File: src/rtl/regfile_wb_arbiter.sv
// regfile_wb_arbiter: round-robin arbiter that shares the register file's
// single write port (WE3/AD3/WD3) between N_REQ writeback sources.
// The winning write is registered on posedge clk so the port is stable for
// the register file's negedge write. Writes to x0 are accepted but dropped.
// A saturating counter tracks committed (non-x0) writes.
// Ports:
//   clk, rst_n          clock, asynchronous active-low reset
//   stall               1 = issue no grants this cycle
//   req_valid/addr/data packed per-requester write requests
//   req_ready           one-hot grant (combinational)
//   rf_we/rf_addr/rf_wd registered write port (WE3/AD3/WD3)
//   grant_id            requester index behind the current rf_* contents
//   wr_count            saturating count of committed writes
module regfile_wb_arbiter #(
  parameter int unsigned N_REQ = 3,
  parameter int unsigned AW    = 5,
  parameter int unsigned DW    = 32,
  parameter int unsigned CNT_W = 16,
  localparam int unsigned GW   = (N_REQ > 1) ? $clog2(N_REQ) : 1
) (
  input  logic                clk,
  input  logic                rst_n,
  input  logic                stall,
  input  logic [N_REQ-1:0]    req_valid,
  input  logic [N_REQ*AW-1:0] req_addr,
  input  logic [N_REQ*DW-1:0] req_data,
  output logic [N_REQ-1:0]    req_ready,
  output logic                rf_we,
  output logic [AW-1:0]       rf_addr,
  output logic [DW-1:0]       rf_wd,
  output logic [GW-1:0]       grant_id,
  output logic [CNT_W-1:0]    wr_count
);

  logic [GW-1:0]    rr_ptr;
  logic [GW-1:0]    gnt_idx;
  logic [GW-1:0]    scan_idx;
  logic             gnt_any;
  logic [N_REQ-1:0] gnt_vec;
  logic [AW-1:0]    sel_addr;
  logic [DW-1:0]    sel_data;
  logic             sel_nonzero;

  // (base + off) mod N_REQ, for the rotating scan and the pointer update
  function automatic logic [GW-1:0] wrap_idx(input logic [GW-1:0] base,
                                             input int unsigned   off);
    return GW'((32'(base) + off) % N_REQ);
  endfunction

  // Round-robin scan starting at rr_ptr; first valid requester wins
  always_comb begin
    gnt_any  = 1'b0;
    gnt_idx  = '0;
    gnt_vec  = '0;
    scan_idx = '0;
    if (!stall) begin
      for (int unsigned k = 0; k < N_REQ; k++) begin
        scan_idx = wrap_idx(rr_ptr, k);
        if (!gnt_any && req_valid[scan_idx]) begin
          gnt_any  = 1'b1;
          gnt_idx  = scan_idx;
        end
      end
    end
    if (gnt_any) gnt_vec[gnt_idx] = 1'b1;
  end

  // Grants are suppressed while reset is asserted
  assign req_ready = rst_n ? gnt_vec : '0;

  assign sel_addr    = req_addr[gnt_idx*AW +: AW];
  assign sel_data    = req_data[gnt_idx*DW +: DW];
  assign sel_nonzero = (sel_addr != '0);

  // Registered write port, pointer and commit counter
  always_ff @(posedge clk or negedge rst_n) begin
    if (!rst_n) begin
      rf_we    <= 1'b0;
      rf_addr  <= '0;
      rf_wd    <= '0;
      grant_id <= '0;
      rr_ptr   <= '0;
      wr_count <= '0;
    end else begin
      rf_we <= 1'b0;
      if (gnt_any) begin
        rf_we    <= sel_nonzero;
        rf_addr  <= sel_addr;
        rf_wd    <= sel_data;
        grant_id <= gnt_idx;
        rr_ptr   <= wrap_idx(gnt_idx, 1);
        // Counted on the accept edge so wr_count includes the write on the port
        if (sel_nonzero && (wr_count != {CNT_W{1'b1}}))
          wr_count <= wr_count + CNT_W'(1);
      end
    end
  end

endmodule
File: config.mk
export PLATFORM = sky130hd
export DESIGN_NAME = regfile_wb_arbiter
export DESIGN_NICKNAME = d
export VERILOG_FILES = /design/src/rtl/regfile_wb_arbiter.sv
export SDC_FILE = /design/constraint.sdc
export NUM_CORES = 1
export LEC_CHECK = 0
export CAP_MARGIN = 20
export CORE_UTILIZATION = 40
export CTS_CLUSTER_DIAMETER = 120
export DETAILED_ROUTE_END_ITERATION = 16
export PLACE_DENSITY = 0.9
export SLEW_MARGIN = 30
export SYNTH_ARGS = -nofsm -noshare
export SYNTH_HDL_FRONTEND = slang
export SYNTH_SLANG_ARGS = --single-unit
File: constraint.sdc
create_clock -name clk -period 3.21 [get_ports clk]
set_clock_uncertainty 0.05 [all_clocks]
set_input_delay 0.321 -clock clk [delete_from_list [all_inputs] [get_ports clk]]
set_output_delay 0.321 -clock clk [all_outputs]
set_load 0.05 [all_outputs]
Word-level counts from Yosys, hierarchy flattened
Cells that the tools add are included.
{ "word_totals": {"register_bits": 58, "out_inout_bits": 59, "elab_cells": 52} }
{ "op_classes": {"n_addsub": 4, "multipliers": 1, "div_mod_pow": 4, "n_lt_le_gt_ge": 5, "eq_ne": 1, "shift": 2, "muxes": 21, "reduce_logical": 8} }
{ "op_table": {"columns": ["cell", "count"], "rows": [
  ["$mod A32 B2 Y32 const B", 3],
  ["$shiftx A96 B8 Y32", 1],
  ["$mod A2 B2 Y32 const B", 1],
  ["$add A16 B1 Y16 const B", 1],
  ["$ne A16 B16 Y1 const B", 1],
  ["$shiftx A15 B6 Y5", 1],
  ["$lt A2 B3 Y1 const B", 4],
  ["$mux W1", 11],
  ["$mux W2", 4],
  ["$add A2 B1 Y3 const B", 2],
  ["$bmux W1 S2", 3],
  ["$mux W3", 2],
  ["$mul A2 B3 Y5 const B", 1],
  ["$reduce_bool A5 Y1", 1],
  ["$logic_and A1 B1 Y1", 4],
  ["$add A2 B2 Y3 const B", 1],
  ["$demux W1 S2", 1],
  ["$ge A2 B1 Y1 const B", 1],
  ["$logic_not A1 Y1", 2],
  ["$reduce_and A2 Y1", 1]
]} }

Longest topological paths before layout
Gate-level depths: netlist of the first run.
{ "logic_depth": {"word_depth": 19, "depth_mapped": 13} }

Worst setup path after synthesis of the first run
No wires, ideal clock.
{ "synth_path": {"kind": "register to output", "from": "register rr_ptr[0]", "to": "output req_ready[2]", "arrival_ns": 2.580, "required_ns": 2.839, "slack_ns": 0.259, "path_stages_with_launch": 10, "n_path_buf": 3, "path_cell_list": "dfrtp_1 > inv_1 > ha_1 > buf_2 > o311a_1 > a211oi_2 > buf_2 > buf_2 > ha_1 > and3_1"} }
{ "synth_between": {"elab_chain_len": 19} }
{ "synth_lines": {"columns": ["element", "line_no", "rtl"], "rows": [
  ["from (decl)", "35", "logic [GW-1:0] rr_ptr;"],
  ["from (signal assigned)", "91", "rr_ptr <= wrap_idx(gnt_idx, 1);"],
  ["parallel branches: the longest is 11 deep, another holds $mod A32 B2 Y32", null, null],
  ["$mux W2 *", "59", "if (!gnt_any && req_valid[scan_idx]) begin"],
  ["$mux W2 *", "56", "if (!stall) begin"],
  ["named net gnt_idx[1]", "36", "logic [GW-1:0] gnt_idx;"],
  ["$lt A2 B3 Y1 (implied by the code) or $ge A2 B1 Y1 (tied branches)", "65", "if (gnt_any) gnt_vec[gnt_idx] = 1'b1;"],
  ["$logic_and A1 B1 Y1 (implied by the code)", "65", null],
  ["$mux W1 (implied by the code)", "65", null],
  ["$demux W1 S2 *", "65", null],
  ["$mux W3 *", "65", null],
  ["$mux W3 *", "69", "assign req_ready = rst_n ? gnt_vec : '0;"],
  ["to (decl)", "27", "output logic [N_REQ-1:0] req_ready,"]
]} }
Mark *: on every way through the listed nets, which the timed path passes. The select of a mux whose other input is x is not followed.

Worst setup path in the final report of the first run
{ "layout_path": {"from": "register rr_ptr[0]", "to": "output req_ready[0]"} }
{ "layout_between": {"elab_chain_len": 19} }
{ "layout_lines": {"columns": ["element", "line_no"], "rows": [
  ["parallel branches: the longest is 17 deep, another holds $mod A32 B2 Y32", null],
  ["$mux W3 *", "65"],
  ["$mux W3 *", "69"]
]} }
Mark *: on every way between the ends. The select of a mux whose other input is x is not followed.

==> metrics.md, run 1 <==
| Metric | Value |
|---|---|
| Setup slack, reg-to-reg | `0.45 ns` |
| Routed WL per cell | `15.06 um` |
| Largest area contributor in the netlist | `dfrtp_1` |
| Post-DR vias/cell | `5.215` |
| Io pins | `176` |
| Gpl congestion | `0.8907` |
| Post-Syn Area | `3382 sq um` |
| Number of I/O port buffers | `175` |
| CTS Buf Count | `9` |
| Fmax | `0.3337 GHz` |
| Clk buf depth | `2` |
| Register area share after synthesis | `42.92%` |
| Endpoints failing hold | `0` |
| Async S/R FF share, synth | `100.0%` |
| Ant. Diodes | `0` |
| Initial antenna violation count | `0` |
| Worst reg2reg path endpoint | `wr_count[12]` |
| Total global-route track usage | `23.35%` |
| Critical path type | `reg2out` |
| RSZ-0062 raised after global routing | `false` |
| Pin count of the biggest net entering global routing | `45` |
| Worst Path Arrival | `2.63 ns` |
| Drt first pass iters | `4` |
| R2R depth | `9` |
| CP Data Required Time | `2.84 ns` |
| Die Width | `93.95 um` |
| CP Capture Type | `output pin` |
| Synth Flop Type | `dfrtp_1` |
| Placeable Area | `8217 sq um` |
| Grt met1 use | `26.27%` |
| Post-Syn Instances | `383` |
| Dominant cells by area after synthesis | `dfrtp_1 43%, mux2i_1 11%, nand2_1 5.9%, o21ai_0 5.8%, a21oi_1 5.5%` |
| M3 GR Usage | `7.524%` |
| Layout Area Growth over Synthesis | `61.27%` |
| Layout fillers | `665` |
| Non-filler cells, final | `665` |
| Placed insts | `649` |
| 1st-iter DRT viols | `118` |
| Placed wire-length estimate | `7832 um` |
| CTS sink count | `58` |
| Worst Tran Pin Value | `0.5282 ns` |
| Total Wirelength | `10010 um` |
| Leak | `2.251 nW` |
| Final setup vio count | `0` |
| Max-slew violation count | `0` |
| Post-DRT Antenna Nets | `0` |
| Status | `finished clean` |
| Most Used Layer, Global Route | `met2` |
| Library cells used by synthesis | `46` |
| CTS root buf | `clkbuf_8` |
| Commonest non-fill, non-tap cell in the layout | `clkdlybuf4s50_1` |
| Vias | `3468` |
| Most frequent cells in the layout | `171 x clkdlybuf4s50_1, 58 x dfrtp_1, 53 x nand2_1, 45 x nor2_1, 39 x o21ai_0` |
| Synthesized flop and latch total | `58` |
| First-pass GRT wire length | `15810 um` |
| PwrDens | `895.2 nW/um^2` |
| Rows | `33` |
| Die ar. | `8827 sq um` |
| Crit. Startpoint | `rr_ptr[0]` |
| Clk Latency, worst-skew pair | `0.32 ns` |
| Clk pin slew, worst setup/hold paths | `0.07 ns` |
| CP startpoint kind | `flip-flop` |
| Fin crit period | `2.997 ns` |
| # DRC | `0` |
| Syn nets | `507` |
| Vias in the first global route | `3338` |
| CTS tree | `done` |
| Yosys top cell area share | `42.92%` |
| RR Startpoint | `rr_ptr[0]` |
| Layout cells sized above 1 | `6.964%` |
| HP Class | `in2async` |
| Crit share post-route | `93.36%` |
| Worst Path Max Fanout | `13` |
| Initial Util | `41.16%` |
| Rel. slew slack | `64.68%` |
| YS warnings | `0` |
| Post-synth EDFFs | `0` |
| Number of nets in the layout | `680` |
| Die H | `93.95 um` |
| Max cap viols | `0` |
| Post-route setup TNS | `0 ns` |
| Setup crit end | `req_ready[0]` |
| Met2 Use GR | `40.51%` |
| H-tree depth | `3` |
| Setup repair bufs after CTS | `0` |
| Grt total ovfl | `0` |
| Worst vdd ir | `600.0 uV` |
| Syn_area_per_cell | `8.830 sq um` |
## sequential cells by signal (all words and copies together) (netlist names)
signal    cells
wr_count     16
rf_wd        32
rf_we         1
rf_addr       5
grant_id      2
rr_ptr        2
## metal layers
metal | part of all wire [%] | wire length, um
met4 | 2.3 | 227
met2 | 50 | 4994
met3 | 9.1 | 916
met5 | 0 | 0
met1 | 39 | 3873
## Yosys cell counts, types with 2 or more instances
| master | instances |
|---|---|
| nor2b_1 | 4 |
| dfrtp_1 | 58 |
| nor3_1 | 5 |
| nand4_1 | 4 |
| nor2_1 | 45 |
| nor4_1 | 2 |
| and4bb_1 | 2 |
| clkbuf_1 | 12 |
| a31oi_1 | 3 |
| nand3_1 | 11 |
| ha_1 | 7 |
| o21ai_1 | 3 |
| o21ai_0 | 39 |
| nand2b_1 | 2 |
| a21oi_1 | 37 |
| mux2i_1 | 37 |
| inv_1 | 4 |
| and2_1 | 2 |
| xnor2_1 | 10 |
| and3_1 | 6 |
| xor2_1 | 3 |
| buf_2 | 11 |
| nand2_1 | 53 |
## logic make-up after synthesis
family / after synthesis / share of synthesized area [%]
xor+xnor: 14 / 3.848
simple gates: 142 / 19.46
mux: 39 / 11.62
buf+inv: 29 / 3.736
flops: 58 / 42.92
fa+ha+maj: 8 / 2.886
compound gates: 93 / 15.54
## what timing repair did
action / CTS / global route
hold buffers: 1 / 0
endpoints found under the setup margin: 0 / 1
gates resized for setup: 0 / 1
endpoints found under the hold margin: 2 / 0
## through the flow
stage	area [sq um]	worst slack (ns)	utilization, %	hold WS [ns]	total power, mW
2_1_floorplan	3382	0.2586	-	-0.02459	3.223
3_3_place_gp	5256	0.3834	63.97	0.09271	4.151
3_5_place_dp	5256	0.2990	63.97	0.09424	4.242
5_1_grt	5454	0.04603	66.38	0.2822	5.191
4_1_cts	5451	0.1414	66.35	0.2677	4.912
6_report	5454	0.2132	66.38	0.2880	4.882
## worst min path at each step
stage / from / endpoint / slack (ns) / depth (start not counted)
global route: rst_n / rr_ptr[1] / 0.28 / 2
finish: rst_n / rr_ptr[1] / 0.29 / 2
detailed placement: rst_n / rr_ptr[1] / 0.09 / 1
CTS: rst_n / rr_ptr[1] / 0.27 / 2
global placement: rst_n / rr_ptr[0] / 0.09 / 1
floorplan: rst_n / grant_id[0] / -0.02 / 0
## worst max-delay path: stages, from the launching register on
cell and delay, ns:
dfrtp_1 0.38, inv_1 0.08, ha_2 0.35, o311a_1 0.42, a211oi_4 0.40, inv_2 0.13
ha_1 0.19, and3_1 0.16, buf_4 0.19
## layout make-up
type | count | area, sq um | area share [%]
Timing Repair Buffer | 186 | 1837 | 33.68
Tap cell | 105 | 131.4 | 2.409
Clock inverter | 3 | 40.04 | 0.7341
Sequential cell | 58 | 1451 | 26.61
Clock buffer | 12 | 145.1 | 2.661
Inverter | 5 | 18.77 | 0.3441
Multi-Input combinational cell | 296 | 1831 | 33.56
## power by group
| part | leakage [nW] | switching, mW | internal [mW] |
|---|---|---|---|
| Clock | 0.0962 | 0.283 | 0.374 |
| Sequential | 0.731 | 0.180 | 1.02 |
| Combinational | 1.42 | 1.94 | 1.08 |
| Total | 2.25 | 2.40 | 2.48 |
Note: power is estimated with default switching activity, not from simulation.
==> run 2, diff against run 1 <==
--- a/config.mk
+++ b/config.mk
@@ -6,10 +6,11 @@
 export NUM_CORES = 1
 export LEC_CHECK = 0
 export CAP_MARGIN = 20
-export CORE_UTILIZATION = 40
+export CORE_UTILIZATION = 36
 export CTS_CLUSTER_DIAMETER = 120
+export CTS_CLUSTER_SIZE = 24
 export DETAILED_ROUTE_END_ITERATION = 16
-export PLACE_DENSITY = 0.9
+export PLACE_DENSITY = 0.86
 export SLEW_MARGIN = 30
 export SYNTH_ARGS = -nofsm -noshare
 export SYNTH_HDL_FRONTEND = slang
==> constraint.sdc (replaced) <==
create_clock -name clk -period 2.7 [get_ports clk]
set_clock_uncertainty 0.05 [all_clocks]
set_input_delay 0.27 -clock clk [delete_from_list [all_inputs] [get_ports clk]]
set_output_delay 0.27 -clock clk [all_outputs]
set_load 0.05 [all_outputs]
==> metrics.md, run 2 (same netlist as run 1, synthesis figures left out) <==
| Metric | Value |
|---|---|
| Status | `finished, violations left` |
| Failing checks | `setup timing` |
| Layout Area Growth over Synthesis | `71.92%` |
| Commonest non-fill, non-tap cell in the layout | `clkdlybuf4s50_1` |
| Fmax | `0.3560 GHz` |
| Pre-CTS WS | `-0.1280 ns` |
| CTS tree | `done` |
| PwrDens | `1078 nW/um^2` |
| Met1 Wirelength | `4039 um` |
| Endpoints failing hold | `0` |
| CTS Buf Count | `9` |
| Grt total ovfl | `0` |
| CP max-delay cell | `dfrtp_1` |
| Met2 wire length | `5662 um` |
| Initial antenna violation count | `0` |
| Max FFs per register | `32` |
| Non-filler cells, final | `694` |
| Post-DR vias/cell | `5.156` |
| Placed wire-length estimate | `8082 um` |
| Total Wirelength | `10810 um` |
| Finished Core Util | `63.53%` |
| HP Class | `in2async` |
| Placed insts | `669` |
| Worst Path Max Fanout | `8` |
| Worst Path Arrival | `2.49 ns` |
| 1st-iter DRT viols | `126` |
| Routed WL per cell | `15.58 um` |
| CP startpoint kind | `flip-flop` |
| Number of I/O port buffers | `175` |
| Ant. Diodes | `0` |
| Largest reg by FF count | `rf_wd` |
| Pin count of the biggest net entering global routing | `45` |
| CTS root buf | `clkbuf_8` |
| Clk Latency, worst-skew pair | `0.34 ns` |
| Die H | `98.93 um` |
| Fin crit period | `2.809 ns` |
| Gpl congestion | `0.8903` |
| Die Width | `98.93 um` |
| Vias in the first global route | `3525` |
| H-tree depth | `3` |
| Hold WS | `0.3086 ns` |
| Die ar. | `9786 sq um` |
| PnR worst setup slack | `-0.1091 ns` |
| Power Total | `6.270 mW` |
| Initial Util | `36.95%` |
| RSZ-0062 raised after global routing | `true` |
| Met3 wire length | `873 um` |
| Max cap viols | `0` |
| Rows | `35` |
| Final setup vio count | `12` |
| Layout cells sized above 1 | `14.07%` |
| CP Data Required Time | `2.38 ns` |
| Clk buf depth | `2` |
| Post-DRT Antenna Nets | `0` |
| Top routing layer in use | `met4` |
| Number of nets in the layout | `703` |
| Crit path cell chain | `inv_2 -> ha_4 -> buf_6 -> nand2_2 -> nand3_1 -> o311a_1 -> a211oi_4 -> inv_2 -> ha_2 -> and3_1 -> buf_6` |
| Clk pin slew, worst setup/hold paths | `0.08 ns` |
| Critical path type | `reg2out` |
| Total global-route track usage | `21.78%` |
| Io pins | `176` |
| # DRC | `0` |
| Bufs and invs on worst path | `4` |
| Drt first pass iters | `4` |
| Rel. slew slack | `64.75%` |
| CTS sink count | `58` |
| Max-slew violation count | `0` |
| Worst Tran Pin Value | `0.5271 ns` |
| Crit share post-route | `104.0%` |
| First-pass GRT wire length | `16630 um` |
| Leak | `2.389 nW` |
| CP peak stage delay | `0.40 ns` |
| Most frequent cells in the layout | `171 x clkdlybuf4s50_1, 58 x dfrtp_1, 52 x nand2_1, 44 x nor2_1, 39 x o21ai_0` |
| Vias | `3578` |
| Top Registers | `rf_wd (32), wr_count (16), rf_addr (5)` |
| Placeable Area | `9153 sq um` |
| Layout fillers | `764` |
| CP Capture Type | `output pin` |
| CP top delay family | `compound AO/OA/AOI/OAI gates` |
| Worst vdd ir | `519.2 uV` |
## run 2: per-layer routing
layer	global-route usage, %	up-vias
li1	-	1720
met2	39.32	169
met3	6.667	22
met4	8.381	0
met5	0	-
met1	23.87	1667
## run 2: area by class of cell
| class | instances | area, sq um | area share (%) |
|---|---|---|---|
| Clock buffer | 13 | 168.9 | 2.905 |
| Clock inverter | 2 | 35.03 | 0.6025 |
| Inverter | 5 | 18.77 | 0.3228 |
| Multi-Input combinational cell | 296 | 1962 | 33.74 |
| Sequential cell | 58 | 1451 | 24.96 |
| Tap cell | 111 | 138.9 | 2.389 |
| Timing Repair Buffer | 209 | 2039 | 35.08 |
## run 2: stage by stage
step / setup TNS, ns / area, sq um
after floorplan: -0.03016 / 3390
after global placement: 0 / 5374
after detailed placement: -1.132 / 5374
after CTS: -0.2799 / 5705
after global routing: -2.047 / 5814
final: -0.6135 / 5814
## run 2: where the power goes
| group | switching (mW) | internal [mW] |
|---|---|---|
| Clock | 0.345 | 0.496 |
| Sequential | 0.233 | 1.22 |
| Combinational | 2.43 | 1.54 |
## run 2: repair_timing
| item | CTS | global route |
|---|---|---|
| endpoints found under the setup margin | 18 | 36 |
| hold buffers | 1 | 0 |
| gates resized for setup | 19 | 15 |
| setup buffers | 5 | 4 |
| pin swaps | 10 | 7 |
| endpoints found under the hold margin | 4 | 0 |
## run 2: final timing paths
kind | start | to | cells past startpoint | slack, ns
worst max register to register | rr_ptr[0] | wr_count[9] | 13 | -0.09
worst min register to register | rf_wd[8] | rf_wd[8] | 2 | 0.43
min in group clk | rf_wd[8] | rf_wd[8] | 2 | 0.43
worst min-delay path | rst_n | rf_wd[19] | 2 | 0.31
max in group asynchronous | rst_n | rf_we | 3 | 1.65
worst max-delay path | rr_ptr[0] | req_ready[0] | 11 | -0.11
==> run 3, diff against run 2 <==
--- a/config.mk
+++ b/config.mk
@@ -5,12 +5,13 @@
 export SDC_FILE = /design/constraint.sdc
 export NUM_CORES = 1
 export LEC_CHECK = 0
+export ABC_CLOCK_PERIOD_IN_PS = 2700
 export CAP_MARGIN = 20
 export CORE_UTILIZATION = 36
 export CTS_CLUSTER_DIAMETER = 120
 export CTS_CLUSTER_SIZE = 24
 export DETAILED_ROUTE_END_ITERATION = 16
-export PLACE_DENSITY = 0.86
+export PLACE_DENSITY = 0.77
 export SLEW_MARGIN = 30
 export SYNTH_ARGS = -nofsm -noshare
 export SYNTH_HDL_FRONTEND = slang
==> metrics.md, run 3 (same netlist as run 1, synthesis figures left out) <==
| Metric | Value |
|---|---|
| Status | `finished, violations left` |
| Failing checks | `setup timing` |
| Clk pin slew, worst setup/hold paths | `0.07 ns` |
| Max FFs per register | `32` |
| Internal Power | `3.399 mW` |
| CP startpoint kind | `flip-flop` |
| CTS Buf Count | `9` |
| Leak | `2.419 nW` |
| Cell mode on critical path | `ha_4` |
| Vias in the first global route | `3485` |
| Bufs and invs on worst path | `3` |
| Total Wirelength | `10440 um` |
| Layout Area Growth over Synthesis | `75.95%` |
| First-pass GRT wire length | `16270 um` |
| Worst Tran Pin Value | `0.5375 ns` |
| CTS tree | `done` |
| Rel. slew slack | `64.06%` |
| Worst vdd ir | `607.9 uV` |
| PwrDens | `1090 nW/um^2` |
| Worst Path Arrival | `2.43 ns` |
| Setup slack, reg-to-reg | `0 ns` |
| Sw Share | `47.60%` |
| Post-route setup TNS | `-0.1389 ns` |
| H-tree depth | `3` |
| Total global-route track usage | `21.17%` |
| Die ar. | `9786 sq um` |
| # DRC | `0` |
| Placed wire-length estimate | `7686 um` |
| Post-DRT Antenna Nets | `0` |
| Grt total ovfl | `0` |
| Number of nets in the layout | `703` |
| Endpoints failing hold | `0` |
| Largest reg by FF count | `rf_wd` |
| Critical path type | `reg2out` |
| Initial antenna violation count | `0` |
| Ant. Diodes | `0` |
| Clock network fraction of total power | `14.1%` |
| Comb pwr share | `63.6%` |
| Finished Core Util | `65.02%` |
| CP peak stage delay | `0.43 ns` |
| Max cap viols | `0` |
| Initial Util | `36.95%` |
| Placeable Area | `9153 sq um` |
| Top Registers | `rf_wd (32), wr_count (16), rf_addr (5)` |
| Worst Path Max Fanout | `5` |
| RR Startpoint | `rr_ptr[1]` |
| Io pins | `176` |
| Rows | `35` |
| Vias | `3505` |
| Fmax | `0.3641 GHz` |
| Setup crit end | `req_ready[0]` |
| Commonest non-fill, non-tap cell in the layout | `clkdlybuf4s50_1` |
| R2R depth | `11` |
| HP Class | `in2async` |
| Number of I/O port buffers | `175` |
| Die Width | `98.93 um` |
| Die H | `98.93 um` |
| Fin crit period | `2.747 ns` |
| CTS root buf | `clkbuf_8` |
| Clk Latency, worst-skew pair | `0.33 ns` |
| CP max-delay cell | `dfrtp_1` |
| Drt first pass iters | `4` |
| PnR worst setup slack | `-0.04686 ns` |
| Crit path cell chain | `ha_4 -> buf_6 -> nand4b_1 -> o311a_4 -> a211oi_4 -> inv_2 -> ha_4 -> and3_4 -> buf_12` |
| CP Data Required Time | `2.38 ns` |
| Layout cells sized above 1 | `15.07%` |
| Worst reg2reg path endpoint | `wr_count[12]` |
| RSZ-0062 raised after global routing | `true` |
| Crit. Startpoint | `rr_ptr[1]` |
| CTS sink count | `58` |
| CP top delay family | `adder cells` |
| Crit share post-route | `101.7%` |
| Sequential power share | `22.2%` |
| Final setup vio count | `4` |
| Switching power | `3.087 mW` |
| Gpl congestion | `0.9217` |
| CP Capture Type | `output pin` |
| Cell count along the critical path | `9` |
| Max-slew violation count | `0` |
| Post-DR vias/cell | `5.043` |
| Pin count of the biggest net entering global routing | `48` |
| Clk buf depth | `2` |
| 1st-iter DRT viols | `118` |
| Power Total | `6.486 mW` |
| Most frequent cells in the layout | `171 x clkdlybuf4s50_1, 58 x dfrtp_1, 51 x nand2_1, 44 x nor2_1, 39 x o21ai_0` |
| Routed WL per cell | `15.03 um` |
run 3: power by group through the flow:
stage | sequential (mW) | clock [mW] | combinational (mW)
floorplan | 2.58 | 0 | 1.25
global placement | 1.43 | 0 | 3.61
detailed placement | 1.45 | 0 | 3.70
CTS | 1.45 | 0.935 | 3.96
global route | 1.49 | 0.972 | 4.40
finish | 1.44 | 0.917 | 4.13
run 3: stage by stage:
stage / hold slack, ns / setup slack (ns) / cell area, sq um / cells
floorplan: -0.07559 / -0.03016 / 3390 / 383
finish: 0.3077 / -0.04686 / 5951 / 695
CTS: 0.2760 / -0.03473 / 5792 / 690
detailed placement: 0.04098 / -0.1285 / 5354 / 663
global route: 0.3150 / -0.1231 / 5951 / 695
global placement: 0.03213 / -0.002268 / 5354 / 663
run 3: worst reg2reg max path, stage by stage, from the launching register on:
cell and delay [ns]:
dfrtp_1 0.43, ha_4 0.32, buf_6 0.13, nand4b_1 0.13, o311a_4 0.17, a211oi_4 0.31
inv_2 0.13, buf_4 0.17, o311ai_4 0.09, and3_4 0.30, nor3_4 0.05, mux2_4 0.31
run 3: cell type report:
| type | count | area [sq um] |
|---|---|---|
| fill | 772 | 3202 |
| timing repair buffer | 209 | 2095 |
| multi-input combinational | 296 | 2017 |
| sequential | 58 | 1451 |
| tap | 111 | 138.9 |
| clock buffer | 10 | 137.6 |
| clock inverter | 6 | 90.09 |
| inverter | 5 | 21.27 |
run 3: how the worst min path moves through the flow:
stage                  end  slack, ns  cells after the start
2_1_floorplan  grant_id[0]      -0.08                      0
3_3_place_gp   grant_id[1]       0.03                      1
3_5_place_dp   grant_id[1]       0.04                      1
4_1_cts        grant_id[1]       0.28                      2
5_1_grt        grant_id[1]       0.32                      2
6_report       grant_id[1]       0.31                      2
run 3: what timing repair did:
item	CTS	global route
pin swaps	5	12
setup endpoints to repair	24	41
gates cloned	1	0
setup buffers	9	5
endpoints found under the hold margin	26	0
hold buffers	1	0
gates resized for setup	20	24
run 3: layer usage:
layer  vias to the layer above  GRT usage [%]  wire, um  part of all wire [%]
met2                       147          37.82      5301                    51
li1                       1726              -         -                     -
met1                      1611          23.54      4071                    39
met5                         -              0         0                     0
met4                         0          8.037       230                   2.2
met3                        21          6.525       841                   8.1
==> patch, RTL diff (flow settings as in run 2) <==
Change the parameter `CNT_W` from 16 to 14.
--- a/src/rtl/regfile_wb_arbiter.sv
+++ b/src/rtl/regfile_wb_arbiter.sv
@@ -16,5 +16,5 @@
   parameter int unsigned AW    = 5,
   parameter int unsigned DW    = 32,
-  parameter int unsigned CNT_W = 16,
+  parameter int unsigned CNT_W = 14,
   localparam int unsigned GW   = (N_REQ > 1) ? $clog2(N_REQ) : 1
 ) (
Interface: changed (resized wr_count); port bits go from 176 to 174. No check against the original RTL was run, so the function may have changed too.
==> patch against run 2 <==
The flow still finishes with violations (negative setup slack); die area decreased by 0.87%; first-iteration DRC count decreased by 34%; synthesized area decreased by 0.89%; highest routed layer unchanged; worst hold slack got worse by 0.074 ns; worst setup slack improved by 0.039 ns; largest power group unchanged; sequential cell count decreased by 2; design area decreased by 3.4%; total power decreased by 5.7%; routed wire length decreased by 4.9%; final cell count decreased by 2.6%; register-to-register slack improved by 0.02 ns; critical endpoint is now wr_count[12]; maximum frequency increased by 1.4%; largest cell class unchanged.
==> patch: results (changes against run 2) <==
{| class="wikitable"
! Metric !! Value
|-
| Grt met3 use || 0.05816 (was 0.06667)
|-
| Xor and xnor area share after synthesis || 0.03135 (was 0.03848)
|-
| Sum of met3 wire segment lengths after detailed routing || 691 um (was 873 um)
|-
| Distinct cells, synth || 41 (was 46)
|-
| Violated checks || negative setup slack (unchanged)
|-
| Final setup vio count || 11 (was 12)
|-
| Result of the run || finished with violations (unchanged)
|-
| Leading cell types by count after synthesis || dfrtp_1 (56), nand2_1 (48), nor2_1 (44) (was dfrtp_1 (58), nand2_1 (53), nor2_1 (45))
|-
| Post-detailed-route via-to-cell ratio || 5.081 (was 5.156)
|-
| Pin count of the biggest net entering global routing || 47 (was 45)
|-
| Slew at the pin closest to its max-slew limit || 0.5505 ns (was 0.5271 ns)
|-
| Routed length on met2 || 5.238 mm (was 5.662 mm)
|-
| Worst-case register-to-register setup slack || -0.07 ns (was -0.09 ns)
|-
| Overall global routing resource usage || 0.2150 (was 0.2178)
|-
| Met1 layer usage reported by global route || 0.2373 (was 0.2387)
|-
| Sequential element share of the synthesized area || 0.4181 (was 0.4292)
|-
| Leading post-synthesis cells by cell area || dfrtp_1 (42%), mux2i_1 (11%), a21oi_1 (6.1%) (was dfrtp_1 (43%), mux2i_1 (11%), nand2_1 (5.9%))
|-
| Met1 wire length || 4.091 mm (was 4.039 mm)
|-
| Fraction of final layout cells sized beyond drive strength 1 || 0.1391 (was 0.1407)
|-
| Maximum vdd ir drop || 0.6103 mV (was 0.5192 mV)
|-
| Post-Place Worst Slack || -0.1028 ns (was -0.1280 ns)
|-
| Drt pass-1 iters || 8 (was 4)
|-
| Post-synthesis mux area share || 0.1172 (was 0.1162)
|-
| Count of filler cells inserted in the layout || 759 (was 764)
|-
| Setup slack of the critical path after layout || -0.07032 ns (was -0.1091 ns)
|-
| Data arrival, critical path || 2.93 ns (was 2.49 ns)
|-
| Routed length per instance || 15.21 um (was 15.58 um)
|-
| Syn_nets || 502 (was 507)
|-
| Latest clock arrival within the worst-skew pair || 0.32 ns (was 0.34 ns)
|-
| IO buf count || 173 (was 175)
|-
| CTS Buf Count || 5 (was 9)
|-
| Number of nets in the layout || 691 (was 703)
|-
| Area fraction in compound gates after synthesis || 0.1613 (was 0.1554)
|-
| Clock-pin slew of the registers on the worst-case setup and hold paths || 0.12 ns (was 0.08 ns)
|-
| DP HPWL || 8.159 mm (was 8.082 mm)
|}
==> patch: cell types whose count changed after synthesis, moves of 4 or more <==
cell / before / now
nor2b_1: 4 / 0
nand3_1: 11 / 7
inv_1: 4 / 8
nor3_2: 0 / 9
nand2_1: 53 / 48
buf_1: 0 / 5
a21oi_1: 37 / 41
xor2_1: 3 / 12
xnor2_1: 10 / 0
==> patch: per-stage QoR <==
stage	total power (W)	instances	cell area, um2	util
2_1_floorplan	0.003871	378	3361	-
3_3_place_gp	0.005160	662	5356	0.6053
3_5_place_dp	0.005259	662	5356	0.6053
4_1_cts	0.005885	674	5558	0.6281
5_1_grt	0.006279	676	5619	0.6350
6_report	0.005912	676	5619	0.6350
==> patch: power breakdown <==
group / leakage [nW] / internal (W) / total [W] / switching [W]
combinational: 1.82 / 0.00157 / 0.00400 / 0.00243
sequential: 0.704 / 0.00119 / 0.00142 / 0.000230
clock: 0.0487 / 0.000190 / 0.000495 / 0.000304
total: 2.57 / 0.00295 / 0.00591 / 0.00297
==> patch: area by class of cell <==
| type | count | share of cell area |
|---|---|---|
| Multi-Input combinational cell | 289 | 0.3402 |
| Tap cell | 108 | 0.02405 |
| Sequential cell | 56 | 0.2494 |
| Clock inverter | 3 | 0.004676 |
| Clock buffer | 5 | 0.01225 |
| Timing Repair Buffer | 207 | 0.3632 |
| Inverter | 8 | 0.006235 |
==> patch: timing repair <==
| item | CTS | global route |
|---|---|---|
| setup buffers | 3 | 2 |
| resized for setup | 18 | 11 |
| pin swaps | 3 | 6 |
| hold buffers | 1 | 0 |
| setup endpoints to repair | 29 | 21 |
| endpoints found under the hold margin | 56 | 0 |
| cloned | 0 | 0 |
==> patch: worst max-delay path: cells and delay by family (launching register included) <==
family / cells / cell delay, ns
AO/OA/AOI/OAI: 3 / 0.63
AND/OR/NAND/NOR: 3 / 0.55
buffers and inverters: 3 / 0.46
flip-flops: 1 / 0.41
multiplexers: 1 / 0.36
adder cells (fa/ha/maj): 1 / 0.23
==> patch: kinds of logic (layout without fill, tap and decap cells) <==
family	count (synthesis)	in the layout
and+or+nand+nor	136	136
AOI/OAI and AO/OA	94	94
DFF	56	56
muxes	39	39
buffers and inverters	33	223
xor gates and xnor gates	12	12
adders and majority gates	8	8
==> patch: how the worst max path moves through the flow <==
stage                 startpoint      endpoint  slack [ns]
global placement    req_valid[0]   wr_count[5]        0.01
finish                 rr_ptr[0]  wr_count[12]       -0.07
detailed placement     rr_ptr[0]   wr_count[1]       -0.10
CTS                    rr_ptr[0]  req_ready[1]       -0.04
global route           rr_ptr[0]  wr_count[12]       -0.18
floorplan              rr_ptr[0]  req_ready[0]      -0.007
